## config.mk

```make
export PLATFORM = sky130hd
export DESIGN_NAME = move_sequencer
export DESIGN_NICKNAME = d
export VERILOG_FILES = /design/src/rtl/move_sequencer.sv
export SDC_FILE = /design/constraint.sdc
export NUM_CORES = 1
export LEC_CHECK = 0
export CAP_MARGIN = 20
export CORE_MARGIN = 2
export CORE_UTILIZATION = 26
export DETAILED_ROUTE_END_ITERATION = 6
export PLACE_DENSITY_LB_ADDON = 0.12
export SLEW_MARGIN = 20
export SYNTH_ARGS = -nofsm -noshare
export SYNTH_HDL_FRONTEND = slang
export SYNTH_SLANG_ARGS = --single-unit
```

## constraint.sdc

```tcl
create_clock -name clk -period 5.3 [get_ports clk]
set_input_delay 0.53 -clock clk [delete_from_list [all_inputs] [get_ports clk]]
set_output_delay 0.53 -clock clk [all_outputs]
set_load 0.01 [all_outputs]
```

## src/rtl/move_sequencer.sv

```systemverilog
// Map move sequencer: one move per vs edge, read-modify-write of the map through a single-port RAM, 1..8 cycles uncontested.
// Render reads always win the port (data returns next cycle); RD/WR states hold while rnd_req is high, WT states never stall.
module move_sequencer #(
  parameter int COLS = 16,
  parameter int ROWS = 12,
  parameter int P_X0 = 6,
  parameter int P_Y0 = 3,
  parameter int E_X  = 10,
  parameter int E_Y  = 5
) (
  input  logic       clk,
  input  logic       reset,
  input  logic       vs,
  input  logic [3:0] dirMove,
  input  logic       rnd_req,
  input  logic [7:0] rnd_addr,
  output logic [2:0] rnd_data,
  output logic       rnd_valid,
  output logic [7:0] mem_addr,
  output logic       mem_we,
  output logic [2:0] mem_wdata,
  input  logic [2:0] mem_rdata,
  output logic [3:0] px,
  output logic [3:0] py,
  output logic       busy,
  output logic [9:0] moves,
  output logic [1:0] gameState
);
  localparam logic [2:0] C_EMPTY  = 3'b000;
  localparam logic [2:0] C_WALL   = 3'b001;
  localparam logic [2:0] C_BOX    = 3'b010;
  localparam logic [2:0] C_TERM   = 3'b011;
  localparam logic [2:0] C_PERSON = 3'b100;

  typedef enum logic [3:0] {IDLE, RD_N, WT_N, RD_F, WT_F, WR_F, WR_N, WR_P, DONE} state_t;
  state_t state;

  logic              vs_r, vs_d, edge_det;
  logic [3:0]        dir, dsel;
  logic              win_pend, dir_onehot, stall;
  logic signed [4:0] dx, dy, nx, ny, fx, fy;
  logic              n_oob, f_oob, at_end, f_is_end;
  logic [7:0]        n_addr, f_addr, p_addr;

  assign edge_det   = vs_r & ~vs_d;
  assign dir_onehot = (dirMove == 4'b0001) || (dirMove == 4'b0010) ||
                      (dirMove == 4'b0100) || (dirMove == 4'b1000);
  // In IDLE the incoming request decides the out-of-bounds shortcut.
  assign dsel = (state == IDLE) ? dirMove : dir;

  always_comb begin
    dx = 5'sd0;
    dy = 5'sd0;
    case (dsel)
      4'b0001: dy = -5'sd1;
      4'b0010: dy = 5'sd1;
      4'b0100: dx = -5'sd1;
      4'b1000: dx = 5'sd1;
      default: ;
    endcase
  end

  assign nx = $signed({1'b0, px}) + dx;
  assign ny = $signed({1'b0, py}) + dy;
  assign fx = nx + dx;
  assign fy = ny + dy;

  assign n_oob = nx[4] || ny[4] || (int'(nx) >= COLS) || (int'(ny) >= ROWS);
  assign f_oob = fx[4] || fy[4] || (int'(fx) >= COLS) || (int'(fy) >= ROWS);

  assign n_addr   = {ny[3:0], nx[3:0]};
  assign f_addr   = {fy[3:0], fx[3:0]};
  assign p_addr   = {py, px};
  assign at_end   = (px == 4'(E_X)) && (py == 4'(E_Y));
  assign f_is_end = (fx[3:0] == 4'(E_X)) && (fy[3:0] == 4'(E_Y));

  assign stall    = rnd_req && (state inside {RD_N, RD_F, WR_F, WR_N, WR_P});
  assign busy     = (state != IDLE);
  assign rnd_data = mem_rdata;

  always_comb begin
    mem_addr  = rnd_addr;
    mem_we    = 1'b0;
    mem_wdata = C_EMPTY;
    if (!rnd_req) begin
      case (state)
        RD_N: mem_addr = n_addr;
        RD_F: mem_addr = f_addr;
        WR_F: begin mem_addr = f_addr; mem_we = 1'b1; mem_wdata = C_BOX;    end
        WR_N: begin mem_addr = n_addr; mem_we = 1'b1; mem_wdata = C_PERSON; end
        WR_P: begin
          mem_addr  = p_addr;
          mem_we    = 1'b1;
          mem_wdata = at_end ? C_TERM : C_EMPTY;
        end
        default: ;
      endcase
    end
  end

  always_ff @(posedge clk) begin
    if (!reset) begin
      state     <= IDLE;
      vs_r      <= 1'b0;
      vs_d      <= 1'b0;
      dir       <= 4'b0000;
      win_pend  <= 1'b0;
      px        <= 4'(P_X0);
      py        <= 4'(P_Y0);
      moves     <= 10'd0;
      gameState <= 2'b00;
      rnd_valid <= 1'b0;
    end else begin
      vs_r      <= vs;
      vs_d      <= vs_r;
      rnd_valid <= rnd_req;

      if (edge_det) begin
        if (gameState == 2'b00)      gameState <= 2'b01;
        else if (gameState == 2'b01) gameState <= 2'b10;
      end

      case (state)
        IDLE: if (edge_det && (gameState == 2'b01 || gameState == 2'b10) && dir_onehot) begin
          dir      <= dirMove;
          win_pend <= 1'b0;
          state    <= n_oob ? DONE : RD_N;
        end
        RD_N: if (!stall) state <= WT_N;
        WT_N: begin
          case (mem_rdata)
            C_EMPTY, C_TERM: state <= WR_N;
            C_BOX:           state <= f_oob ? DONE : RD_F;
            C_WALL:          state <= DONE;
            default:         state <= DONE;
          endcase
        end
        RD_F: if (!stall) state <= WT_F;
        WT_F: state <= (mem_rdata == C_EMPTY || mem_rdata == C_TERM) ? WR_F : DONE;
        WR_F: if (!stall) begin
          state    <= WR_N;
          win_pend <= f_is_end;
        end
        WR_N: if (!stall) state <= WR_P;
        WR_P: if (!stall) begin
          state <= DONE;
          px    <= nx[3:0];
          py    <= ny[3:0];
          if (moves != 10'd1023) moves <= moves + 10'd1;
          if (win_pend) gameState <= 2'b11;
        end
        DONE:    state <= IDLE;
        default: state <= IDLE;
      endcase
    end
  end
endmodule

```

==> flow_summary.yaml <==
die:
  core_sq_um: 9730
  start_util_pct: 26.6
  fp.dieH_um: 104
  die_x_um: 104
  pin_count: 56
  dieArea_sq_um: 10800
  fp-row-count: 36
sta:
  drv_slew: 0
  period_needed_ns: 4.95
  fin_tns_setup_ns: 0
  hold_viol_final: 0
  fmax_ghz: 0.202
  skew_ns: 0.00764
  setup_viol: 0
  rsz0062_at_grt: "no"
  max_slew_margin_pct: 34.2
  post-route-period-util_pct: 93.5
  worst_pin_slew_ns: 0.979
yosys:
  ys_seq_area_share_pct: 24.7
  synth_edf_count: 0
  synthesis.area_sq_um: 2590
  synth.area.top_cells: "dfxtp_1 (25%), ha_1 (8.7%), xnor2_1 (6.4%)"
  yosys.area.top_type: "dfxtp_1"
  synth-main-ff-cell: "dfxtp_1"
  synth_common_cells: "dfxtp_1 (32), nand2_1 (31), nor2_1 (23)"
  yosys_warnings: 0
  synth.most_common_cell: "dfxtp_1"
  yosysTopAreaCellShare_pct: 24.7
  syn_avg_cell_area_sq_um: 8.15
  ys_ff_latch: 32
  synthCells: 318
  synthArstFlopShare_pct: 0
  syn_nets: 359
  synth.distinct_cells: 52
clocking:
  clock_latency_ns: 0.28
  clkSinkCount: 32
  cts_made_buffers: 5
  clockBufferDepth: 2
  cts_resized: 0
  path_clk_slew_ns: 0.07
  hold_buffers: 0
  cts_setup_buffers: 0
  cts_max_level: 2
  cts_tree: "done"
  cts_root_buffer: "clkbuf_8"
global_route:
  grt_max_degree: 32
  track_usage_pct: 14.2
  antenna_found_initial: 0
  first_global_vias: 2477
  grt-ovfl-total: 0
  grt_pass1_wl_um: 12500
pwr:
  vdd_ir_drop_max_mv: 0.0968
  powerDensity_nw_per_um2: 177
  p_leak_nw: 1.37
  seq_power_share_pct: 41.2
  intPower_mw: 0.442
  power_frac_clock_pct: 39.1
  netSwitchingFraction_pct: 26.1
  p_comb_share_pct: 19.7
  netSwitchingPower_mw: 0.156
cells_and_area:
  drive_above_1_share_pct: 5.38
  nFillCells: 1072
  num-nets-final: 412
  fin_util_pct: 34.8
  antennaDiodeCount: 0
  syn_to_final_growth_pct: 30.5
route:
  wl_um: 7530
  drc: 0
  vias: 2444
  drt-initial-drc-count: 95
  via_per_inst: 4.84
  drt_pre_antenna_iters: 4
  ant_nets: 0
  wl_per_cell_um: 14.9
setup_path:
  critPathKind: "in2out"
  endpoint_kind: "output port"
  cpMaxStageDelayCell: "clkdlybuf4s50_1"
  slowest_delay_ns: 0.50
  crit_chain: "clkdlybuf4s50_1 > nor4b_1 > nor2_1 > o21ai_0 > buf_4 > ha_1 > inv_1 > fa_1 > inv_1 > fa_1 > xor2_1 > a222oi_1 > o21ai_0 > clkdlybuf4s50_1"
  worstPathArrival_ns: 4.42
  required_ns: 4.77
  crit_fanout: 5
  critPathTopFamily: "buffers and inverters"
  setup.worst_path.start_class: "input pin"
  cp_num_buf_inv: 5
placed_design:
  hpwl_um: 5700
  gp_congestion: 0.789
  portBuffers: 55
status:
  status: "complete, no violations"
min_path:
  hold_path.class: "reg2reg"
job:
  max_cap_violations: 0
==> path summary, 6_finish.rpt <==
path | startpoint | to | slack, ns | cells after the start
min reg2reg | vs_r | vs_d | 0.45 | 1
max | dirMove[2] | mem_addr[6] | 0.35 | 14
min | vs_r | vs_d | 0.45 | 1
max reg2reg | state[0] | state[3] | 1.25 | 15
==> per-layer routing <==
layer	GRT usage (%)	routed length, um	vias to the layer above
met4	3.47	70	0
met3	2.71	306	6
met5	0	0	-
met1	18.2	3470	1147
li1	-	-	1237
met2	24.5	3680	54
==> power groups by stage <==
| stage | Clock, mW | Sequential, mW | Combinational (mW) |
|---|---|---|---|
| 5_1_grt | 0.250 | 0.247 | 0.130 |
| 3_3_place_gp | 0 | 0.252 | 0.118 |
| 6_report | 0.234 | 0.246 | 0.118 |
| 3_5_place_dp | 0 | 0.252 | 0.118 |
| 2_1_floorplan | 0 | 0.251 | 0.0693 |
| 4_1_cts | 0.243 | 0.246 | 0.119 |
==> flip-flops by register name, summed over array words and instances, names as in the netlist <==
signal / cells
moves: 10
dir: 4
px: 4
py: 4
state: 4
gameState: 2
rnd_valid: 1
vs_d: 1
vs_r: 1
win_pend: 1
==> through the flow <==
stage                     setup slack, ns  instances  area [sq um]  power [mW]  hold WS, ns
after global routing               0.0541        505          3380       0.626        0.489
after floorplan                      1.35        318          2590       0.320        0.421
after global placement              0.466        497          3270       0.369        0.437
after detailed placement            0.368        497          3270       0.369        0.436
final                               0.347        505          3380       0.598        0.451
after CTS                           0.362        505          3380       0.607        0.457
==> area by class of cell <==
class	instances	area, sq um	share of cell area [%]
multi-input combinational	251	1800	53.1
sequential	32	641	18.9
timing repair buffer	61	596	17.6
tap	133	166	4.92
inverter	20	75.1	2.22
clock buffer	6	72.6	2.15
clock inverter	2	35.0	1.04
==> placed cells by master (no fill, tap or decap), drive strengths merged, types with 3 or more instances in the layout <==
| cell type | n |
|---|---|
| clkdlybuf4s50 | 55 |
| buf | 6 |
| or3 | 6 |
| o211ai | 4 |
| and2 | 11 |
| nor3 | 9 |
| inv | 20 |
| xnor2 | 19 |
| mux2i | 9 |
| nand2 | 31 |
| nor2b | 7 |
| xor2 | 10 |
| ha | 18 |
| nor2 | 23 |
| nand2b | 6 |
| a21oi | 19 |
| o21ai | 15 |
| dfxtp | 32 |
| a21boi | 7 |
| nor4b | 7 |
| fa | 4 |
| a222oi | 3 |
| a21o | 7 |
| clkbuf | 6 |
| nand4 | 3 |
| a31oi | 3 |
| a221oi | 5 |
| nand3 | 4 |
==> kinds of logic (layout without fill, tap and decap cells) <==
kind of cell / Yosys count / in the layout / share of synthesized area, %
buffers and inverters: 35 / 89 / 5.94
flip-flops: 32 / 32 / 24.7
AND/OR/NAND/NOR: 117 / 117 / 24.8
multiplexers: 9 / 9 / 3.96
XOR/XNOR: 29 / 29 / 9.80
adder cells (fa/ha/maj): 22 / 22 / 11.8
AO/OA/AOI/OAI: 74 / 74 / 19.0
No activity file was read; power rests on OpenSTA's default activity.
